==> src/rtl/key_sched_ctrl.sv <==
// AES-128 key-schedule controller: sequences an external gen_key round function and holds rk[0..10].
// Optional KEY_ZEROIZE_EN adds a zeroize input that wipes all key material and returns to IDLE.
module key_sched_ctrl #(
  parameter int GK_LATENCY = 2
) (
  input  logic         clk,
  input  logic         rst,
`ifdef KEY_ZEROIZE_EN
  input  logic         zeroize,
`endif
  input  logic         start,
  input  logic [127:0] cipher_key,
  output logic [3:0]   gk_round,
  output logic [127:0] gk_key_in,
  input  logic [127:0] gk_key_out,
  input  logic [3:0]   rd_addr,
  output logic [127:0] rd_key,
  output logic         busy,
  output logic         done
);

  localparam int CNT_W = ($clog2(GK_LATENCY + 1) > 4) ? $clog2(GK_LATENCY + 1) : 4;
  localparam logic [CNT_W-1:0] CNT_LAST   = CNT_W'(GK_LATENCY);
  localparam logic [3:0]       LAST_ROUND = 4'd9;
  localparam logic [3:0]       LAST_ADDR  = 4'd10;

  typedef enum logic [1:0] {
    IDLE,
    WAIT,
    DONE
  } state_t;

  state_t             state;
  state_t             state_nxt;
  logic               wipe;
  logic               accept;
  logic               capture;
  logic [CNT_W-1:0]   cnt;
  logic [127:0]       rk [0:10];

`ifdef KEY_ZEROIZE_EN
  assign wipe = zeroize;
`else
  assign wipe = 1'b0;
`endif

  assign accept  = start && ((state == IDLE) || (state == DONE));
  assign capture = (state == WAIT) && (cnt == CNT_LAST);
  assign busy    = (state == WAIT);
  assign done    = (state == DONE);

  always_ff @(posedge clk) begin
    if (rst) begin
      state <= IDLE;
    end else begin
      state <= state_nxt;
    end
  end

  always_comb begin
    state_nxt = state;
    if (wipe) begin
      state_nxt = IDLE;
    end else if (accept) begin
      state_nxt = WAIT;
    end else if (capture && (gk_round == LAST_ROUND)) begin
      state_nxt = DONE;
    end
  end

  // gen_key inputs stay frozen for GK_LATENCY edges; the following edge captures its result.
  always_ff @(posedge clk) begin
    if (rst || wipe) begin
      for (int i = 0; i < 11; i++) begin
        rk[i] <= '0;
      end
      gk_key_in <= '0;
      gk_round  <= '0;
      cnt       <= '0;
      rd_key    <= '0;
    end else begin
      if (rd_addr <= LAST_ADDR) begin
        rd_key <= rk[rd_addr];
      end else begin
        rd_key <= '0;
      end

      if (accept) begin
        rk[0]     <= cipher_key;
        gk_key_in <= cipher_key;
        gk_round  <= '0;
        cnt       <= '0;
      end else if (state == WAIT) begin
        if (capture) begin
          rk[gk_round + 4'd1] <= gk_key_out;
          gk_key_in           <= gk_key_out;
          cnt                 <= '0;
          gk_round            <= (gk_round == LAST_ROUND) ? 4'd0 : gk_round + 4'd1;
        end else begin
          cnt <= cnt + 1'b1;
        end
      end
    end
  end

endmodule

==> config.mk <==
export PLATFORM = sky130hd
export DESIGN_NAME = key_sched_ctrl
export DESIGN_NICKNAME = d
export VERILOG_FILES = /design/src/rtl/key_sched_ctrl.sv
export SDC_FILE = /design/constraint.sdc
export NUM_CORES = 2
export LEC_CHECK = 0
export ABC_AREA = 1
export BUFFER_PORTS_ARGS = -buffer_cell sky130_fd_sc_hd__buf_2
export CAP_MARGIN = 20
export CORE_MARGIN = 8
export CORE_UTILIZATION = 46
export CTS_CLUSTER_DIAMETER = 40
export DETAILED_ROUTE_END_ITERATION = 8
export PLACE_DENSITY = 0.73
export SLEW_MARGIN = 20
export SYNTH_ARGS = -nofsm -noshare
export SYNTH_HDL_FRONTEND = slang
export SYNTH_SLANG_ARGS = --single-unit
export TNS_END_PERCENT = 50
==> constraint.sdc <==
create_clock -name clk -period 13.5 [get_ports clk]
set_input_delay 0 -clock clk [delete_from_list [all_inputs] [get_ports clk]]
set_output_delay 0 -clock clk [all_outputs]
set_load 0.05 [all_outputs]
Word-level counts from Yosys, hierarchy flattened --
Memories as Yosys holds them, arrays and structs flattened. A register that Yosys moved wholly into a read port is not among the register bits. Cells that the tools add are included.
Operators by class: divide/modulo/power cells 0, multiplexer cells 21, bitwise gates (word level) 2, equal/unequal tests 4, add/subtract/negate cells 2, reductions and logical operators 13, multiply operators 0, shift-type cells 0, magnitude comparators 1
Operators by type and width (number):
- $mux W128 | 5
- $reduce_or A128 Y1 | 1
- $mux W1 | 13
- $mux W4 | 3
- $add A4 B1 Y4 const B | 2
- $reduce_bool A2 Y1 | 3
- $eq A4 B2 Y1 const B | 1
- $eq A4 B4 Y1 const B | 1
- $le A4 B4 Y1 const B | 1
- $reduce_and A2 Y1 | 2
- $reduce_or A2 Y1 | 2
- $logic_and A1 B1 Y1 | 3
- $eq A2 B1 Y1 const B | 1
- $eq A2 B2 Y1 const B | 1
- $logic_not A2 Y1 | 1
- $logic_or A1 B1 Y1 | 1
- $not A1 Y1 | 1
- $or A1 B1 Y1 | 1
Storage, ports and cells: logic and storage cells 49, register bits after elaboration 138, output and inout port bits 262, bits of input ports 263, memories kept 1, bits in read-only memories 0, bits in writable memories 1408, latch bits 0
Memories:
- rk | words 11, bits a word 128, read ports 1, clocked after Yosys merged registers in 1, write ports 11, RTL line 39 | logic [127:0] rk [0:10];

Logic depth before layout (Yosys ltp) --
depth after elaboration 9, gate-level depth with buffers 12, gate-level depth less buffers 10

Worst setup path after synthesis --
OpenSTA, ideal clock, no wires.
path kind register -> register, start reg state[0], end mem rk[12][0], enable pin, path slack 2600 ps, setup time 772 ps, arrival 10128 ps, period minus slack after synthesis 10900 ps, stages on the path, launching flop included 8, cell sequence dfxtp_1 > inv_2 > nor2_4 > nand4_2 > inv_2 > clkbuf_1 > nand3_1 > nor3_1
RTL lines:
- start, declared | RTL line 33 | state_t state;
- start signal, assigned | RTL line 56 | state <= state_nxt;
- end, declared | RTL line 39

==> impl_metrics.ini <==
[worst_setup_path]
crit_path_max_fanout = 173
path_cells = nor2_4 > nand2_4 > buf_4 > nand2_1 > nand2_2 > nor2_4 > buf_12 > nand2_4 > nand2_4 > buf_4 > buf_4
worst_setup_path_end_kind = register
critical_path.startpoint_type = register
crit_path_max_incr_delay_ns = 0.83
critical_path.slowest_cell = sky130_fd_sc_hd__buf_4
cp_data_arrival_time_ns = 6.85
timing.critical_path.max_delay_family = simple AND/OR/NAND/NOR gates
timing.critical_path.required_ns = 14.02
path_buf_inv = 4
worstSetupPathType = register to register

[power]
vdd_drop_max_mv = 0.112
leakage_power_nw = 44.2
power_density_nw_per_um2 = 156
p_total_mw = 18.4

[synthesis]
synth-compound-area-share = 0.124
synthAdderAreaFrac = 0.000513
syn-num-nets = 9815
yosys_warnings = 0
yosysTopAreaCellShare = 0.591
syn_std_cell_area_um2 = 97500
synth_enable_flop_cells = 1920
synth.area.mux_share = 0
synth_xor_xnor_area_share = 0.000269
synth_top_family_by_area = simple AND/OR/NAND/NOR gates
yosys.area_share.simple = 0.150
netlist_top_cells_count = 2706 x sky130_fd_sc_hd__nor2_1, 1920 x sky130_fd_sc_hd__edfxtp_1, 1154 x sky130_fd_sc_hd__o21ai_0
netlist_instances = 9548
synth_most_common_cell = sky130_fd_sc_hd__nor2_1
synth.ff_latch_count = 2314
synth-async-reset-ratio = 0
dominantRegCellSynth = sky130_fd_sc_hd__edfxtp_1
postSynthAreaPerCell_um2 = 10.2
cell_taking_the_most_area_after_synthesis = sky130_fd_sc_hd__edfxtp_1
yosys_cell_types = 30
synth.yosys.seq_area_share = 0.672
synth_area_leaders = sky130_fd_sc_hd__edfxtp_1 59%, sky130_fd_sc_hd__nor2_1 10%, sky130_fd_sc_hd__dfxtp_1 8.1%

[place]
place.port_buffers = 524
placedInstanceArea_um2 = 102000
estimated_wirelength_of_the_detail_placed_design_um = 166000
global_placer_s_final_weighted_congestion = 0.862

[floorplanning]
std_cell_rows = 169
die_area_um2 = 227000
core_area_um2 = 211000
num_io_pins = 525
starting_density = 0.461
dieWidth_um = 476
die_h_um = 476

[run_status]
violations = design-rule violations
status = complete, but fails checks

[finish]
synthToLayoutAreaGrowth_pct = 21.4
nNetsFinal = 10500
stdcell_area_um2 = 118000
ratio_of_cells_with_drive_above_1_in_the_final_layout = 0.127

[clock_tree]
cts_buffers = 332
cts.repair_timing.setup_buffer_count = 0
cts_tree = done
cts-resized-gates = 0
cts.sink_count = 2314
cts_root_buffer = sky130_fd_sc_hd__clkbuf_16
cts.clk_slew.worst_paths_ns = 0.06
clock_insertion_delay_worst_skew_ns = 0.98
htree_levels = 5
cts-root-to-sink-buffers = 4

[drt]
drt_iter0_markers = 11500
drc = 11
viasPerCell = 5.95
dr.pass1.iters = 9
vias = 79600
antenna_violating_nets_post_route = 0
detail_route.wirelength_um = 325000
post_drt_wl_per_cell_um = 24.3

[sta]
timing_worst_slew_pin_value_ns = 1.31
relSlewSlack = 0.129
final.setup_skew_ns = 0.0916
setup_total_negative_slack_ns = 0
rsz0062_at_grt = no
final_setup_violation_count = 0
max_freq_mhz = 158
post-route-period-util = 0.469
max_slew_vio_count = 0
final-hold-violation-count = 0
finalCriticalPeriod_ns = 6.33

[global_routing]
grtUsageTotal = 0.272
initial_antenna_violation_count = 33
overflow_after_grt = 0
grt_first_pass_wirelength_um = 482000
number_of_global_route_vias_before_repair = 79900
grt_start_max_net_pins = 241

[hold_path]
hold_path_class = input port to register

[run]
cap_viol_max_count = 0
==> what timing repair did <==
item | 4_1_cts | 5_1_grt
endpoints found under the hold margin | 2235 | 0
hold buffers | 537 | 0
endpoints found under the setup margin | 0 | 0
==> state kept, by name, indices dropped and copies added, names as in the netlist <==
name       flops
rk          2048
gk_key_in    128
rd_key       128
cnt            4
gk_round       4
state          2
==> worst paths after layout <==
kind         slack, ns                      end                    start  depth (start not counted)
max               7.17  rk[6][88]$_SDFFCE_PN0P_    state[0]$_SDFFE_PP0P_                         11
max reg2reg       7.17  rk[6][88]$_SDFFCE_PN0P_    state[0]$_SDFFE_PP0P_                         11
min               0.07  rk[8][55]$_SDFFCE_PN0P_           gk_key_out[55]                          4
min reg2reg       0.47  rk[10][20]$_SDFFE_PP0P_  rk[10][20]$_SDFFE_PP0P_                          2
==> per-stage QoR <==
stage,hold slack [ns],instances,util,setup WS (ns)
CTS,0.0395,13400,0.559,7.33
global placement,0.283,12200,0.481,7.48
detailed placement,0.287,12200,0.482,7.39
global route,0.0694,13400,0.560,6.96
finish,0.0684,13400,0.560,7.17
floorplan,0.103,9548,-,2.60
==> layer usage <==
layer  vias to the layer above  track usage  part of all wire
li1                      34400            -                 -
met1                     38100        0.344              0.36
met5                         -            0           0.00049
met2                      5968        0.433              0.46
met3                      1192       0.0729              0.13
met4                        24        0.137             0.053
==> final cells by class <==
cell class | instances | area, µm²
antenna | 16 | 40.0
clock buffer | 376 | 8750
clock inverter | 218 | 2300
fill | 16700 | 93100
inverter | 409 | 1590
multi-input combinational | 5978 | 27100
sequential | 2314 | 65500
tap | 2821 | 3530
timing repair buffer | 1244 | 9490
==> worst reg2reg max path: stages, from the launching register on <==
cell	delay, ns
sky130_fd_sc_hd__dfxtp_1	0.36
sky130_fd_sc_hd__nor2_4	0.71
sky130_fd_sc_hd__nand2_4	0.36
sky130_fd_sc_hd__buf_4	0.40
sky130_fd_sc_hd__nand2_1	0.19
sky130_fd_sc_hd__nand2_2	0.21
sky130_fd_sc_hd__nor2_4	0.18
sky130_fd_sc_hd__buf_12	0.71
sky130_fd_sc_hd__nand2_4	0.47
sky130_fd_sc_hd__nand2_4	0.63
sky130_fd_sc_hd__buf_4	0.72
sky130_fd_sc_hd__buf_4	0.93
==> logic make-up (layout without fill, tap and decap cells) <==
group | Yosys count | after routing
other | 0 | 16
buffers and inverters | 1256 | 2247
flip-flops | 2314 | 2314
AND/OR/NAND/NOR | 3786 | 3786
XOR/XNOR | 3 | 3
AO/OA/AOI/OAI | 2185 | 2185
adder cells (fa/ha/maj) | 4 | 4
==> cell usage in the layout (no fill, tap or decap), types with 38 or more instances in the layout <==
| master | instances |
|---|---|
| sky130_fd_sc_hd__clkbuf_16 | 340 |
| sky130_fd_sc_hd__dlygate4sd3_1 | 537 |
| sky130_fd_sc_hd__nor2_1 | 2701 |
| sky130_fd_sc_hd__nand2_1 | 783 |
| sky130_fd_sc_hd__a21oi_1 | 351 |
| sky130_fd_sc_hd__dfxtp_1 | 394 |
| sky130_fd_sc_hd__clkinv_2 | 38 |
| sky130_fd_sc_hd__inv_6 | 55 |
| sky130_fd_sc_hd__o22ai_1 | 258 |
| sky130_fd_sc_hd__clkinvlp_4 | 45 |
| sky130_fd_sc_hd__buf_4 | 172 |
| sky130_fd_sc_hd__buf_2 | 521 |
| sky130_fd_sc_hd__o21ai_0 | 1154 |
| sky130_fd_sc_hd__o211ai_1 | 256 |
| sky130_fd_sc_hd__nand3_1 | 262 |
| sky130_fd_sc_hd__a31oi_1 | 128 |
| sky130_fd_sc_hd__edfxtp_1 | 1920 |
| sky130_fd_sc_hd__inv_1 | 395 |
==> power breakdown <==
group / leakage, nW / switching (mW) / internal [mW]
combinational: 16.6 / 1.25 / 0.450
clock: 5.31 / 3.36 / 5.28
sequential: 22.3 / 0.0900 / 7.98
Note: power is estimated with default switching activity, not from simulation.
